<file path="src/rtl/imem_loader_pkg.sv">
// Shared types and defaults for the serial instruction-memory boot loader.
package imem_loader_pkg;

  localparam int unsigned DEFAULT_CLKS_PER_BIT = 868;
  localparam int unsigned WORD_W               = 32;
  localparam int unsigned COUNT_W              = 16;

  typedef enum logic [1:0] {
    HDR_HI = 2'd0,
    HDR_LO = 2'd1,
    WORD   = 2'd2,
    DONE   = 2'd3
  } loader_state_t;

  typedef enum logic [1:0] {
    RX_IDLE  = 2'd0,
    RX_START = 2'd1,
    RX_DATA  = 2'd2,
    RX_STOP  = 2'd3
  } rx_state_t;

endpackage

</file>
<file path="src/rtl/imem_loader_uart_rx_byte.sv">
// 8N1 UART byte receiver: synchronizer, bit timer, LSB-first shift register,
// one-cycle byte strobe and a one-cycle framing-error strobe.
module uart_rx_byte
  import imem_loader_pkg::*;
#(
  parameter int unsigned CLKS_PER_BIT = DEFAULT_CLKS_PER_BIT
) (
  input  logic       clk,
  input  logic       rst,
  input  logic       rx,
  output logic       byte_valid,
  output logic [7:0] rx_byte,
  output logic       frame_err
);

  localparam int unsigned CNT_W = $clog2(CLKS_PER_BIT);
  localparam int unsigned HALF  = CLKS_PER_BIT / 2;

  rx_state_t        state, state_nx;
  logic             rx_meta, rx_sync, rx_prev;
  logic [CNT_W-1:0] cnt;
  logic [2:0]       bit_idx;
  logic [7:0]       shreg;

  logic tick_half, tick_full;
  logic restart_c, sample_c, stop_done_c;

  assign tick_half = (cnt == CNT_W'(HALF - 1));
  assign tick_full = (cnt == CNT_W'(CLKS_PER_BIT - 1));
  assign rx_byte   = shreg;

  always_ff @(posedge clk or posedge rst) begin
    if (rst) state <= RX_IDLE;
    else     state <= state_nx;
  end

  always_comb begin
    state_nx = state;
    case (state)
      RX_IDLE:  if (rx_prev && !rx_sync) state_nx = RX_START;
      RX_START: if (tick_half) state_nx = rx_sync ? RX_IDLE : RX_DATA;
      RX_DATA:  if (tick_full && bit_idx == 3'd7) state_nx = RX_STOP;
      RX_STOP:  if (tick_full) state_nx = RX_IDLE;
      default:  state_nx = RX_IDLE;
    endcase
  end

  always_comb begin
    restart_c   = 1'b0;
    sample_c    = 1'b0;
    stop_done_c = 1'b0;
    case (state)
      RX_START: restart_c = tick_half;
      RX_DATA: begin
        restart_c = tick_full;
        sample_c  = tick_full;
      end
      RX_STOP: begin
        restart_c   = tick_full;
        stop_done_c = tick_full;
      end
      default: ;
    endcase
  end

  // Two-stage synchronizer plus a previous-sample flop for start-edge detection.
  always_ff @(posedge clk or posedge rst) begin
    if (rst) begin
      rx_meta <= 1'b1;
      rx_sync <= 1'b1;
      rx_prev <= 1'b1;
    end else begin
      rx_meta <= rx;
      rx_sync <= rx_meta;
      rx_prev <= rx_sync;
    end
  end

  always_ff @(posedge clk or posedge rst) begin
    if (rst) begin
      cnt        <= '0;
      bit_idx    <= '0;
      shreg      <= '0;
      byte_valid <= 1'b0;
      frame_err  <= 1'b0;
    end else begin
      cnt        <= (state == RX_IDLE || restart_c) ? '0 : cnt + CNT_W'(1);
      byte_valid <= stop_done_c && rx_sync;
      frame_err  <= stop_done_c && !rx_sync;
      if (state == RX_IDLE) bit_idx <= '0;
      if (sample_c) begin
        shreg   <= {rx_sync, shreg[7:1]};
        bit_idx <= bit_idx + 3'd1;
      end
    end
  end

endmodule

</file>
<file path="src/rtl/imem_loader.sv">
// Boot loader: takes a 16-bit word count and big-endian 32-bit words from the
// UART and writes them to instruction memory, holding the CPU until done.
module imem_loader
  import imem_loader_pkg::*;
#(
  parameter int unsigned CLKS_PER_BIT = DEFAULT_CLKS_PER_BIT
) (
  input  logic        Clk,
  input  logic        Reset,
  input  logic        Rx,
  output logic        WriteEnable,
  output logic [31:0] WriteAddress,
  output logic [31:0] WriteData,
  output logic        Hold,
  output logic        Done,
  output logic        FramingError
);

  loader_state_t      state, state_nx;
  logic               byte_valid, frame_err;
  logic [7:0]         rx_byte;
  logic [COUNT_W-1:0] count;
  logic [COUNT_W-1:0] wr_ptr;
  logic [1:0]         byte_idx;
  logic [23:0]        asm_word;

  logic abort_c, load_hi_c, load_lo_c, word_byte_c, write_c;

  uart_rx_byte #(.CLKS_PER_BIT(CLKS_PER_BIT)) u_rx (
    .clk        (Clk),
    .rst        (Reset),
    .rx         (Rx),
    .byte_valid (byte_valid),
    .rx_byte    (rx_byte),
    .frame_err  (frame_err)
  );

  always_ff @(posedge Clk or posedge Reset) begin
    if (Reset) state <= HDR_HI;
    else       state <= state_nx;
  end

  always_comb begin
    state_nx = state;
    if (abort_c) begin
      state_nx = HDR_HI;
    end else if (byte_valid) begin
      case (state)
        HDR_HI:  state_nx = HDR_LO;
        HDR_LO:  state_nx = ({count[15:8], rx_byte} == 16'd0) ? DONE : WORD;
        WORD:    if (write_c && count == 16'd1) state_nx = DONE;
        default: state_nx = state;
      endcase
    end
  end

  always_comb begin
    abort_c     = frame_err && (state != DONE);
    load_hi_c   = byte_valid && (state == HDR_HI);
    load_lo_c   = byte_valid && (state == HDR_LO);
    word_byte_c = byte_valid && (state == WORD);
    write_c     = word_byte_c && (byte_idx == 2'd3);
  end

  // A framing error drops the partial stream; the next header restarts at address 0.
  always_ff @(posedge Clk or posedge Reset) begin
    if (Reset) begin
      WriteEnable  <= 1'b0;
      WriteAddress <= '0;
      WriteData    <= '0;
      Hold         <= 1'b1;
      Done         <= 1'b0;
      FramingError <= 1'b0;
      count        <= '0;
      wr_ptr       <= '0;
      byte_idx     <= '0;
      asm_word     <= '0;
    end else begin
      WriteEnable <= write_c;
      Hold        <= (state != DONE);
      Done        <= (state == DONE);
      if (abort_c) begin
        FramingError <= 1'b1;
        count        <= '0;
        wr_ptr       <= '0;
        byte_idx     <= '0;
      end else begin
        if (load_hi_c) count[15:8] <= rx_byte;
        if (load_lo_c) begin
          count[7:0] <= rx_byte;
          byte_idx   <= '0;
        end
        if (word_byte_c) begin
          asm_word <= {asm_word[15:0], rx_byte};
          byte_idx <= byte_idx + 2'd1;
        end
        if (write_c) begin
          WriteData    <= {asm_word, rx_byte};
          WriteAddress <= {14'd0, wr_ptr, 2'b00};
          wr_ptr       <= wr_ptr + 16'd1;
          count        <= count - 16'd1;
        end
      end
    end
  end

endmodule

</file>
<file path="config.mk">
export PLATFORM = sky130hd
export DESIGN_NAME = imem_loader
export DESIGN_NICKNAME = d
export VERILOG_FILES = /design/src/rtl/imem_loader_pkg.sv /design/src/rtl/imem_loader_uart_rx_byte.sv /design/src/rtl/imem_loader.sv
export SDC_FILE = /design/constraint.sdc
export NUM_CORES = 1
export LEC_CHECK = 0
export CORE_UTILIZATION = 55
export CTS_CLUSTER_SIZE = 30
export DETAILED_ROUTE_END_ITERATION = 8
export PLACE_DENSITY_LB_ADDON = 0.15
export SKIP_LAST_GASP = 1
export SYNTH_ARGS = -nofsm -noshare
export SYNTH_HDL_FRONTEND = slang
export SYNTH_SLANG_ARGS = --single-unit
</file>
<file path="constraint.sdc">
create_clock -name Clk -period 9.7 [get_ports Clk]
set_input_delay 1.94 -clock Clk [delete_from_list [all_inputs] [get_ports Clk]]
set_output_delay 1.94 -clock Clk [all_outputs]
set_load 0.05 [all_outputs]
</file>
== Word level (Yosys, flattened, before mapping) ==
Cells that the tools add are included.
Operators by class
  add/sub/neg operators: 5
  equality and inequality tests: 17
  mux-type cells: 26
  bitwise operators: 1
  reductions and logical operators: 27
Operators by type and width (count)
  16-bit two-way mux: 4
  2-bit two-way mux: 11
  16-bit by 1-bit adder with 16-bit output (second input constant): 1
  16-bit by 1-bit equality test with 1-bit output (second input constant): 1
  16-bit zero test: 1
  8-bit two-way mux: 2
  16-bit by 1-bit subtractor with 16-bit output (second input constant): 1
  10-bit by 1-bit adder with 10-bit output (second input constant): 1
  10-bit equality test (second input constant): 1
  10-bit by 9-bit equality test with 1-bit output (second input constant): 1
  2-bit equality test (second input constant): 5
  1-bit logical AND: 10
  10-bit two-way mux: 1
  3-bit nonzero test: 3
  2-bit by 1-bit inequality test with 1-bit output (second input constant): 4
  2-bit case mux with 4 select lines: 1
  3-bit two-way mux: 2
  2-bit case mux with 3 select lines: 1
  2-bit nonzero test: 3
  2-bit by 1-bit equality test with 1-bit output (second input constant): 2
  2-bit zero test: 2
  2-bit AND reduction: 2
  4-bit AND reduction: 1
  4-bit nonzero test: 1
  other kinds (12): 14
Word-level totals
  bits in registers: 140
  input bits: 3
  output and inout port bits: 68
  word-level logic and storage cells: 97

== Logic depth before layout (Yosys ltp) ==
  word-level depth: 8
  gate-level depth with buffers: 10
  depth with buffers taken out: 7

== Cells and area by module ==
From an unflattened synthesis, not the netlist that was laid out.
Second synthesis, totals
  cells, all modules: 642
  area total of the unflattened synthesis: 6521.3 sq um
By module, submodules not included
  imem_loader: instances 1, cells an instance 530, area an instance 5188.7 sq um, seq. area each 2803.9 sq um
  uart_rx_byte: instances 1, cells an instance 112, area an instance 1332.5 sq um, seq. area each 704.4 sq um

== Worst setup path before layout ==
OpenSTA, ideal clock, no wires.
  kind: reg-to-output
  start point: reg Hold
  end point: out Hold
  data arrival time: 0.656 ns
  required time: 7.760 ns
  path slack: 7.104 ns
  stages on the path, launching flop included: 1
  path buffers: 0
  path through: dfstp_2
RTL lines
  from (decl): line imem_loader.sv:14  | output logic Hold,
  from (signal assigned): line imem_loader.sv:80  | Hold <= (state != DONE);
No word-level cell between the ends.

== Final worst setup path ==
  start point: reg Hold
  end point: out Hold
No word-level cell between the ends.

==> reports/metrics.yaml <==
start_kind: "flip-flop"
timing.final.crit_share_pct: 37.8
async_reset_ff_share_pct: 100
grt_max_degree: 81
worst_pin_slew_ns: 1.18
layout.nets: 700
clock-sinks: 140
place.gp.congestion: 0.829
place_ws_ns: 5.81
synthFlopType: "dfrtp_1"
ys_seq_area_share_pct: 54.4
numCtsBuffers: 17
worstPathCellList: "clkdlybuf4s50_1"
post_synth_inst_count: 641
die-area_um2: 12200
postRouteWirelength_mm: 13.5
via_per_inst: 5.73
min_from: "u_rx.rx_meta"
synth.most_common_cell: "nand2_1"
r2r-end: "count[13]"
antenna_found_initial: 0
drv_slew: 0
cts_root_buffer: "clkbuf_16"
finalSetupViolCount: 0
p_leak_nw: 3.68
holdPathStages: 0
wl_per_cell_um: 16.1
io_pins: 71
num_antenna_cells: 0
nFillCells: 916
period_needed_ns: 3.66
critPathKind: "flip-flop to output port"
grt_pass1_wl_mm: 22.8
yosysTopAreaCell: "dfrtp_1"
min_to: "u_rx.rx_sync"
clockBufferDepth: 2
cts_resized: 0
cts_hold_buf: 0
fp.dieW_um: 110
syn2layout_area_growth_pct: 17.5
worstPathArrival_ns: 1.72
start_util_pct: 56.4
path_buf_inv: 1
critical_path_depth: 1
synthTopCellsByCount: "nand2_1 (165), dfrtp_1 (136), nor2_1 (38)"
synth_top_area_share_pct: 52.8
max_slew_margin_pct: 21.2
pwr-share-clk_pct: 48.3
synth_edf_count: 0
rsz0062_at_grt: "no"
critPathMaxFanout: 1
dr.pass1.iters: 7
tns_ns: 0
drc: 2
cts_tree: "built"
synth_cell_type_count: 64
hpwl_mm: 8.55
syn_avg_cell_area_um2: 10.1
p_switching_w: 0.000297
htree_levels: 4
rows: 39
ys_ff_latch: 140
grt.overflow.total: 0
grt_pass1_vias: 4671
crit_slowest_cell: "clkdlybuf4s50_1"
dieHeight_um: 110
slowest_delay_ns: 0.79
internal-power_w: 0.00102
seqPwrFrac_pct: 47.3
ant_nets: 0
p_per_area_nw_per_um2: 173
rr_worst_depth: 7
finalWorstSetupSlack_ns: 6.04
coreArea_um2: 11400
violations: "design-rule violations"
max_freq_mhz: 273
clk_pin_slew_ns: 0.06
ir_drop_mv: 0.134
cts_setup_buffers: 0
yosysWarningCount: 0
clk_latency_ns: 0.43
regToRegSetupSlack_ns: 6.34
required_ns: 7.76
skew_ns: 0.00767
cpLargestDelayFamily: "buffers and inverters"
hold_viol_final: 0
first_iter_violations: 371
r2r_start: "state[0]"
drive_gt1_share_pct: 11.5
hold_path_class: "flip-flop to flip-flop"
swShare_pct: 22.7
io_buffers: 54
cap_violations: 0
grt_use_total_pct: 24.9
outcome: "complete, but fails checks"
synth_area_um2: 6440
whs_ns: 0.361
worst_setup_path_end_kind: "output port"
vias: 4814
p_comb_share_pct: 4.5
yosys-top-cells-area: "dfrtp_1 (53%), nand2_1 (9.6%), mux2_2 (5.6%), ha_1 (2.3%), nor2_1 (2.2%)"
cell usage in the layout (no fill, tap or decap), types with 6 or more instances in the layout:
cell             count
clkbuf_16           17
mux2_2              32
a211oi_1             6
xor2_1               7
xnor2_1              9
nor2_1              36
or3_1                9
nand3_1             17
nand4_1             18
nor3b_1              7
and3_1               6
o31ai_1              6
dfrtp_1            136
conb_1              16
ha_1                12
inv_1                8
o21ai_0             17
nand2_1            165
nor3_1               7
a21oi_1             15
clkdlybuf4s50_1     54
power by group through the flow:
stage / Combinational (W) / Sequential, W / Clock [W]
after floorplan: 0.0000597 / 0.000622 / 0
after global placement: 0.0000574 / 0.000630 / 0
after detailed placement: 0.0000597 / 0.000630 / 0
after CTS: 0.0000602 / 0.000620 / 0.000642
after global routing: 0.0000677 / 0.000623 / 0.000670
final: 0.0000586 / 0.000620 / 0.000633
sequential cells by signal (all words and copies together) (netlist names), 2 cells and up, named ones only:
signal	count
WriteData	32
wr_ptr	16
state	2
u_rx.cnt	10
byte_idx	2
WriteAddress	16
u_rx.bit_idx	3
asm_word	24
count	16
u_rx.rx_byte	8
metal layers:
layer  vias up  GRT usage (%)  routed length [µm]
li1       2274              -                   -
met1      2397           31.9                5940
met2       123           40.4                6820
met3        20           5.70                 554
met4         0           11.2                 237
met5         -              0                   0
worst max path at each step:
stage / startpoint / endpoint / slack [ns]
floorplan: Reset / Done / 4.01
global placement: Reset / asm_word[18] / 5.85
detailed placement: Reset / asm_word[7] / 5.81
CTS: Hold / Hold / 6.02
global route: Hold / Hold / 6.00
finish: Hold / Hold / 6.04
logic make-up after synthesis:
logic type                 share of synthesized area [%]
DFF                                                 54.4
and+or+nand+nor                                     22.1
muxes                                               5.75
other                                             0.0582
AOI/OAI and AO/OA                                   8.56
adders and majority gates                           2.33
buffers and inverters                               4.58
xor gates and xnor gates                            2.17
metrics by stage:
stage,std cells,area (µm²),util [%],power (W)
finish,840,7570,66.3,0.00131
global route,840,7570,66.3,0.00136
CTS,840,7570,66.3,0.00132
detailed placement,809,7000,61.3,0.000690
global placement,809,7000,61.3,0.000687
floorplan,656,6500,-,0.000682
layout make-up:
type,instances,area (µm²),area share [%]
Sequential cell,140,3510,46.3
Tap cell,143,179,2.36
Multi-Input combinational cell,459,2710,35.8
Clock inverter,6,86.3,1.14
Inverter,10,42.5,0.562
Timing Repair Buffer,57,563,7.43
Clock buffer,25,485,6.41
Note: power is estimated with default switching activity, not from simulation.
